$ cat config.mk
export PLATFORM = sky130hd
export DESIGN_NAME = uart16550_intctrl
export DESIGN_NICKNAME = d
export VERILOG_FILES = /design/src/rtl/uart16550_pkg.sv /design/src/rtl/uart16550_rx_timeout.sv /design/src/rtl/uart16550_intctrl.sv
export SDC_FILE = /design/constraint.sdc
export NUM_CORES = 1
export LEC_CHECK = 0
export ABC_AREA = 1
export CORE_AREA = 4 4 53 65
export DETAILED_ROUTE_END_ITERATION = 10
export DIE_AREA = 0 0 57 69
export GPL_TIMING_DRIVEN = 0
export PLACE_DENSITY = 0.78
export SYNTH_ARGS = -nofsm -noshare
export SYNTH_HDL_FRONTEND = slang
export SYNTH_HIERARCHICAL = 1
export SYNTH_SLANG_ARGS = --single-unit
$ cat constraint.sdc
create_clock -name PCLK -period 1.43 [get_ports PCLK]
set_input_delay 0.143 -clock PCLK [delete_from_list [all_inputs] [get_ports PCLK]]
set_output_delay 0.143 -clock PCLK [all_outputs]
set_load 0.005 [all_outputs]
$ cat src/rtl/uart16550_pkg.sv
// Shared UART16550 register layouts and interrupt identifiers.
// Used by the interrupt controller and its receiver-timeout counter.
package uart16550_pkg;

    localparam int TIMEOUT_CHARS_DEF = 4;

    typedef struct packed {
        logic [3:0] rsvd;
        logic       edssi;
        logic       elsi;
        logic       etbei;
        logic       erbfi;
    } ier_t;

    typedef struct packed {
        logic       dlab;
        logic       bc;
        logic       sp;
        logic       eps;
        logic       pen;
        logic       stb;
        logic [1:0] wls;
    } lcr_t;

    typedef enum logic [2:0] {
        IID_MS   = 3'b000,
        IID_THRE = 3'b001,
        IID_RDA  = 3'b010,
        IID_RLS  = 3'b011,
        IID_CTI  = 3'b110
    } intid_t;

    typedef struct packed {
        logic [1:0] fifos_enabled;
        logic [1:0] zeros;
        intid_t     interrupt_id;
        logic       interrupt_pending;
    } iir_t;

    localparam logic [7:0] IIR_NONE = 8'h01;

endpackage

$ cat src/rtl/uart16550_rx_timeout.sv
// Receiver character-timeout: frame length from LCR, limit multiply,
// saturating idle counter and the sticky timeout flag.
module uart16550_rx_timeout
    import uart16550_pkg::*;
#(
    parameter int TIMEOUT_CHARS = TIMEOUT_CHARS_DEF
) (
    input  logic       clk_i,
    input  logic       rst_i,
    input  logic [1:0] wls_i,
    input  logic       pen_i,
    input  logic       stb_i,
    input  logic       fifo_ena_i,
    input  logic       tick_i,
    input  logic       rx_nempty_i,
    input  logic       rx_push_i,
    input  logic       rx_pop_i,
    output logic       timeout_o
);

    localparam logic [9:0] CNT_MAX = 10'h3FF;

    logic [3:0]  bits;
    logic [15:0] limit;
    logic [9:0]  cnt_q, cnt_d;
    logic        timeout_q, timeout_d;
    logic        hit;

    // 1.5 stop bits is counted as 2 so the frame is always a whole number of bits
    assign bits  = 4'd6 + {2'b00, wls_i} + {3'b000, pen_i} + (stb_i ? 4'd2 : 4'd1);
    assign limit = 16'(TIMEOUT_CHARS) * 16'd16 * {12'd0, bits};
    // >= rather than == so a shortened frame mid-count still fires on the next tick
    assign hit   = tick_i && ({6'd0, cnt_q} >= (limit - 16'd1));

    always_comb begin
        cnt_d = cnt_q;
        if (rx_push_i || rx_pop_i || !rx_nempty_i || !fifo_ena_i)
            cnt_d = '0;
        else if (tick_i && cnt_q != CNT_MAX)
            cnt_d = cnt_q + 10'd1;

        timeout_d = timeout_q;
        if (rx_push_i || rx_pop_i || !fifo_ena_i)
            timeout_d = 1'b0;
        else if (hit)
            timeout_d = 1'b1;
    end

    always_ff @(posedge clk_i or posedge rst_i) begin
        if (rst_i) begin
            cnt_q     <= '0;
            timeout_q <= 1'b0;
        end else begin
            cnt_q     <= cnt_d;
            timeout_q <= timeout_d;
        end
    end

    assign timeout_o = timeout_q;

endmodule

$ cat src/rtl/uart16550_intctrl.sv
// UART16550 interrupt controller: THRE-pending latch, five-source
// priority encoder and the registered IIR / irq outputs.
module uart16550_intctrl
    import uart16550_pkg::*;
#(
    parameter int TIMEOUT_CHARS = TIMEOUT_CHARS_DEF
) (
    input  logic       PCLK,
    input  logic       PRESET,
    input  logic [7:0] ier_i,
    input  logic       fifo_ena_i,
    input  logic [7:0] lcr_i,
    input  logic       baud16_tick_i,
    input  logic       lsr_err_i,
    input  logic       rx_trig_i,
    input  logic       rx_nempty_i,
    input  logic       rx_push_i,
    input  logic       rx_pop_i,
    input  logic       thre_i,
    input  logic       thr_wr_i,
    input  logic       iir_rd_i,
    input  logic       msr_delta_i,
    output logic [7:0] iir_o,
    output logic       irq_o
);

    ier_t   ier;
    lcr_t   lcr;
    iir_t   iir_q, iir_d;
    logic   irq_q, irq_d;
    logic   thre_q, etbei_q;
    logic   thre_pend_q, thre_pend_d;
    logic   timeout_q;
    logic   thre_set, thre_iir_clr;
    logic   any_src;
    intid_t id;
    logic   cfg_unused;

    assign ier = ier_t'(ier_i);
    assign lcr = lcr_t'(lcr_i);
    assign cfg_unused = ^{ier.rsvd, lcr.dlab, lcr.bc, lcr.sp, lcr.eps};

    uart16550_rx_timeout #(
        .TIMEOUT_CHARS(TIMEOUT_CHARS)
    ) u_rx_timeout (
        .clk_i       (PCLK),
        .rst_i       (PRESET),
        .wls_i       (lcr.wls),
        .pen_i       (lcr.pen),
        .stb_i       (lcr.stb),
        .fifo_ena_i  (fifo_ena_i),
        .tick_i      (baud16_tick_i),
        .rx_nempty_i (rx_nempty_i),
        .rx_push_i   (rx_push_i),
        .rx_pop_i    (rx_pop_i),
        .timeout_o   (timeout_q)
    );

    // Reading the IIR only acknowledges THRE if THRE is what that read returned
    assign thre_set     = (thre_i && !thre_q) || (ier.etbei && !etbei_q && thre_i);
    assign thre_iir_clr = iir_rd_i && (iir_q.interrupt_id == IID_THRE) && !iir_q.interrupt_pending;

    always_comb begin
        thre_pend_d = thre_pend_q;
        if (thr_wr_i)
            thre_pend_d = 1'b0;
        else if (thre_set)
            thre_pend_d = 1'b1;
        else if (thre_iir_clr)
            thre_pend_d = 1'b0;

        any_src = 1'b1;
        id      = IID_MS;
        if (ier.elsi && lsr_err_i)
            id = IID_RLS;
        else if (ier.erbfi && rx_trig_i)
            id = IID_RDA;
        else if (ier.erbfi && timeout_q)
            id = IID_CTI;
        else if (ier.etbei && thre_pend_q)
            id = IID_THRE;
        else if (ier.edssi && msr_delta_i)
            id = IID_MS;
        else
            any_src = 1'b0;

        iir_d = '{fifos_enabled: {2{fifo_ena_i}}, zeros: 2'b00,
                  interrupt_id: id, interrupt_pending: !any_src};
        irq_d = any_src;
    end

    always_ff @(posedge PCLK or posedge PRESET) begin
        if (PRESET) begin
            thre_q      <= 1'b0;
            etbei_q     <= 1'b0;
            thre_pend_q <= 1'b0;
            iir_q       <= iir_t'(IIR_NONE);
            irq_q       <= 1'b0;
        end else begin
            thre_q      <= thre_i;
            etbei_q     <= ier.etbei;
            thre_pend_q <= thre_pend_d;
            iir_q       <= iir_d;
            irq_q       <= irq_d;
        end
    end

    assign iir_o = iir_q;
    assign irq_o = irq_q;

endmodule
# Word-level counts from Yosys, hierarchy flattened
# Index checks and enable logic that the tools add are counted.
totals:
  register_bits: 20
  latchBits: 0
  ramBits: 0
  rom_bits: 0
  inputBits: 29
  output_inout_bits: 9
  mem_count: 0
op_classes:
  n_addsub: 5
  n_mul: 0
  div: 0
  n_lt_le_gt_ge: 1
  eq_ne: 2
  shifts: 0
  muxes: 17
  n_bitwise: 0
  reduce_logical: 26
ops:
  columns: ["cell", "n"]
  rows:
  - ["$mux 10", 2]
  - ["$ge 10x16->1", 1]
  - ["$logic_and 1x1->1", 12]
  - ["$mux 1", 11]
  - ["$sub 10x1->11 const B", 1]
  - ["$add 10x1->10 const B", 1]
  - ["$ne 10x10->1 const B", 1]
  - ["$mux 3", 3]
  - ["$logic_not 1->1", 6]
  - ["$logic_or 1x1->1", 5]
  - ["$add 3x2->4 const A", 1]
  - ["$add 4x1->4", 1]
  - ["$add 4x4->4", 1]
  - ["$reduce_bool 2->1", 2]
  - ["$eq 3x1->1 const B", 1]
  - ["$reduce_bool 3->1", 1]
  - ["$mux 2", 1]

# Longest topological paths before layout
logic_depth:
  ltp_word: 8
  depth_mapped: 15

# Modules after synthesis
# The synthesis kept the hierarchy.
modules_own_cells:
  columns: ["mod", "n_inst", "cells_each", "area_each_um2", "seq_area_each_um2"]
  rows:
  - ["uart16550_rx_timeout", 1, 126, 910.9, 275.3]
  - ["uart16550_intctrl", 1, 40, 386.6, 226.5]

# Worst setup path before layout
# Ideal clock, no wire load.
synth_timing:
  kind: "input -> register"
  from: "input port lcr_i[0]"
  to: "register u_rx_timeout.timeout_q, in the netlist u_rx_timeout/timeout_o"
  setup_ps: 120
  t_arrival_ps: 1858
  t_required_ps: 1310
  setup_slack_ps: -548
  cell_stages: 13
  n_path_buf: 0
  path_cell_list: "inv_1 fa_1 inv_1 ha_1 inv_1 ha_1 nand3_1 xnor2_1 ha_1 a21oi_1 nand2_1 nand2_1 a21oi_1"
synth_via:
  elab_chain_cells: 7
synth_rtl:
  columns: ["element", "line_no", "text"]
  rows:
  - ["from (decl)", "uart16550_intctrl.sv:12", "input logic [7:0] lcr_i,"]
  - ["$add 3x2->4", "uart16550_rx_timeout.sv:30", "assign bits = 4'd6 + {2'b00, wls_i} + {3'b000, pen_i} + (stb_i ? 4'd2 : 4'd1);"]
  - ["$add 4x1->4", "uart16550_rx_timeout.sv:30", null]
  - ["$add 4x4->4", "uart16550_rx_timeout.sv:30", null]
  - ["$sub 10x1->11", "uart16550_rx_timeout.sv:33", "assign hit = tick_i && ({6'd0, cnt_q} >= (limit - 16'd1));"]
  - ["$ge 10x16->1", "uart16550_rx_timeout.sv:33", null]
  - ["$logic_and 1x1->1", "uart16550_rx_timeout.sv:33", null]
  - ["$reduce_bool 2->1 (no line)", null, null]
  - ["to (signal assigned)", "uart16550_rx_timeout.sv:55", "timeout_q <= timeout_d;"]
  - ["to (decl)", "uart16550_rx_timeout.sv:26", "logic timeout_q, timeout_d;"]
# Every way passes these cells.
# A chain may end at the register's enable or synchronous reset.

# Worst setup path in the final report
layout_timing:
  from: "input port lcr_i[2]"
  to: "register u_rx_timeout.timeout_q, in the netlist u_rx_timeout/timeout_o"
layout_via:
  elab_chain_cells: 6
layout_rtl:
  columns: ["element", "line_no"]
  rows:
  - ["$mux 2", "uart16550_rx_timeout.sv:30"]
  - ["$add 4x4->4", "uart16550_rx_timeout.sv:30"]
  - ["$sub 10x1->11", "uart16550_rx_timeout.sv:33"]
  - ["$ge 10x16->1", "uart16550_rx_timeout.sv:33"]
  - ["$logic_and 1x1->1", "uart16550_rx_timeout.sv:33"]
  - ["$reduce_bool 2->1 (no line)", null]
# Every way passes these cells.

==> summary.md <==
| Metric | Value |
|---|---|
| Pwr dens | 671.9 nW/um^2 |
| Top cell by count, worst path | nand2_1 |
| Core box area | 2785 sq um |
| Crit-path max cell delay | 0.38 ns |
| Final setup margin | -0.3378 ns |
| Cell Rows | 21 |
| # H-tree levels | 1 |
| Most common cell after layout, fill and taps aside | nand2_1 |
| Num Clock Sinks | 20 |
| # port buffers | 27 |
| Vias in the first global route | 1160 |
| Initial Utilization | 0.4659 |
| Yosys top cell by area | dfrtp_1 |
| Fin nets | 245 |
| Yosys reg bits | 20 |
| Sequential power share | 0.475 |
| HP Class | in2async |
| Status | finished, violations left |
| Post-Syn Area per Cell | 7.816 sq um |
| Die footprint | 3933 sq um |
| Root Driver | clkbuf_4 |
| Setup TNS | -0.4398 ns |
| CP startpoint kind | input port |
| ANT nets after route | 0 |
| Ratio of cells with drive above 1 in the final layout | 0.2976 |
| Failing checks | negative setup slack |
| RSZ-0062 raised after global routing | yes |
| CP max FO | 3 |
| First drt pass iteration count | 4 |
| Comb pwr share | 0.266 |
| Static leakage | 0.0009245 uW |
| WHS | 0.1266 ns |
| M3 GR Usage | 0.01493 |
| Final hold viol count | 0 |
| Dominant cells by area after synthesis | dfrtp_1 (37%), nand2_1 (15%), ha_1 (8.7%) |
| P&R area growth vs syn | 43.11% |
| Clock buffer depth | 2 |
| Sequential share of the synthesized area | 0.3867 |
| Boundary Pins | 38 |
| Share of the synthesized area in the top cell type | 0.3664 |
| Crit path time final | 1.768 ns |
| Slowest-stage cell, CP | fa_2 |
| Die span in x | 57 um |
| Initial drt markers | 36 |
| CTS tree | done |
| DP HPWL | 2.441 mm |
| Most frequent cells in the layout | nand2_1 (41), clkdlybuf4s50_1 (21), inv_1 (18), dfrtp_1 (18), nor2_1 (11) |
| First-pass GRT wire length | 5.333 mm |
| Residual DRC count | 0 |
| Layout Cells excl Fill | 239 |
| Wirelength per Cell | 13.66 um |
| Vias per std cell | 4.975 |
| CP cell instances | buf_6 > fa_2 > inv_2 > ha_4 > inv_2 > ha_4 > nand3_4 > xnor2_2 > ha_1 > nand2_1 > inv_1 > nand2_1 > nand2_1 > nand2_1 > a21oi_2 |
| Sw power | 329.0 uW |
| CP endpoint kind | register |
| Crit share post-route | 1.236 |
| Critical path type | in2reg |
| Skew final | 0.005642 ns |
| Placed Cells | 228 |
| Area post-placement | 1662 sq um |
| Yosys Warn Count | 6 |
| Final setup viols | 8 |
| Final Wtd Congestion | 0.8585 |
| Clk_lat worst skew | 0.29 ns |
| Gr usage total | 0.1678 |
| Synthesized cell area | 1297 sq um |
| Cts bufs inserted | 3 |
| DIE HEIGHT | 69 um |
| Worst vdd ir | 0.4537 mV |
| Total number of vias | 1189 |
| Clock Power Share | 0.259 |
| Internal power | 918.5 uW |
| Cell variety after synth | 27 |
| Sw Share | 0.2637 |
| Largest net degree at the start of global routing | 12 |
| GR peak layer | met2 |
| WP data required | 1.66 ns |
| Initial antenna violation count | 0 |
| Slew Viols, Final | 0 |
| Critical Path AT | 2.00 ns |
| Drt total wl | 3.264 mm |
| Post-route cell area | 1857 sq um |
| Fmax | 565.7 MHz |
| Post-synthesis cell count | 166 |
| MaxCap Viol Count | 0 |
| Diode count | 0 |
| Final core utilization | 0.6667 |
| Gr ovfl total | 0 |
| Clk slew on worst S/H paths | 0.11 ns |
| Met1 GRT Util | 0.1923 |
| Met2 usage | 0.3126 |
worst max-delay path, delay by kind of cell:
kind | cells | cell delay [ns]
compound gates | 1 | 0.11
fa+ha+maj | 4 | 1.07
simple gates | 5 | 0.28
buf+inv | 4 | 0.26
xor+xnor | 1 | 0.14
cell families after synthesis:
logic type | count (synthesis) | share of synthesized area
AO/OA/AOI/OAI | 9 | 0.03857
XOR/XNOR | 6 | 0.04050
adder cells (fa/ha/maj) | 10 | 0.1022
buffers and inverters | 31 | 0.1022
flip-flops | 20 | 0.3867
other | 1 | 0.002890
AND/OR/NAND/NOR | 89 | 0.3269
cells in the mapped netlist:
cell type   n
nor3b_1     1
fa_1        1
clkinv_1    1
nand3_2     3
xor2_1      5
nand2_4     2
nor2_4      2
xnor2_1     1
or2_2       1
nor2_1     12
inv_2       2
nand3_1    11
dfstp_2     1
o21ai_0     1
nand2_2     1
nand2_1    51
nor3b_2     1
clkinv_4    1
a21oi_1     4
inv_1      24
nand4_1     4
conb_1      1
buf_4       3
ha_1        9
dfrtp_1    19
o21ai_1     2
o21bai_1    2
power groups by stage:
stage | logic, uW | clock network, uW | registers, uW
2_1_floorplan | 168 | 0 | 604
3_3_place_gp | 282 | 0 | 603
3_5_place_dp | 299 | 0 | 605
4_1_cts | 331 | 330 | 593
5_1_grt | 372 | 359 | 594
6_report | 331 | 323 | 593
worst paths after layout:
| check | to | from | slack (ns) | depth (start not counted) |
|---|---|---|---|---|
| worst min register to register | thre_pend_q | thre_pend_q | 0.53 | 2 |
| max in group asynchronous | u_rx_timeout/cnt_q[7] | PRESET | 0.90 | 2 |
| worst max register to register | u_rx_timeout/cnt_q[9] | u_rx_timeout/cnt_q[0] | -0.02 | 9 |
| worst max-delay path | u_rx_timeout/timeout_o | lcr_i[2] | -0.34 | 15 |
| min in group PCLK | iir_o[6] | fifo_ena_i | 0.35 | 1 |
| worst min-delay path | iir_o[6] | PRESET | 0.13 | 2 |
flip-flops by register name, indices dropped and copies added (netlist names):
signal,flops
u_rx_timeout/cnt_q,10
iir_o,5
etbei_q,1
irq_o,1
thre_pend_q,1
thre_q,1
u_rx_timeout/timeout_o,1
area by class of cell:
class / instances / area, sq um
plain buffers: 3 / 22.52
clock buffers: 4 / 36.28
fillers: 231 / 928.4
inverters: 28 / 125.1
multi-input cells: 116 / 813.3
flip-flops and latches: 20 / 503.0
well taps: 34 / 42.54
repair buffers: 34 / 314.1
per-layer routing:
layer / up-vias / routed length, um
met5: - / 0
met4: 0 / 50
met3: 4 / 173
met2: 37 / 1820
met1: 556 / 1220
li1: 592 / -
per-stage QoR:
stage	total power, uW	setup slack, ns
final	1248	-0.3378
after floorplan	772.4	-0.4652
after global placement	885.5	-1.062
after global routing	1326	-0.4274
after CTS	1254	-0.3371
after detailed placement	903.4	-1.143
what timing repair did:
action	CTS	global route
endpoints found under the setup margin	11	12
buffers inserted	6	1
gates resized for setup	24	24
pin swaps	15	8
hold buffers	0	0
Power figures use the tool's default switching activity.
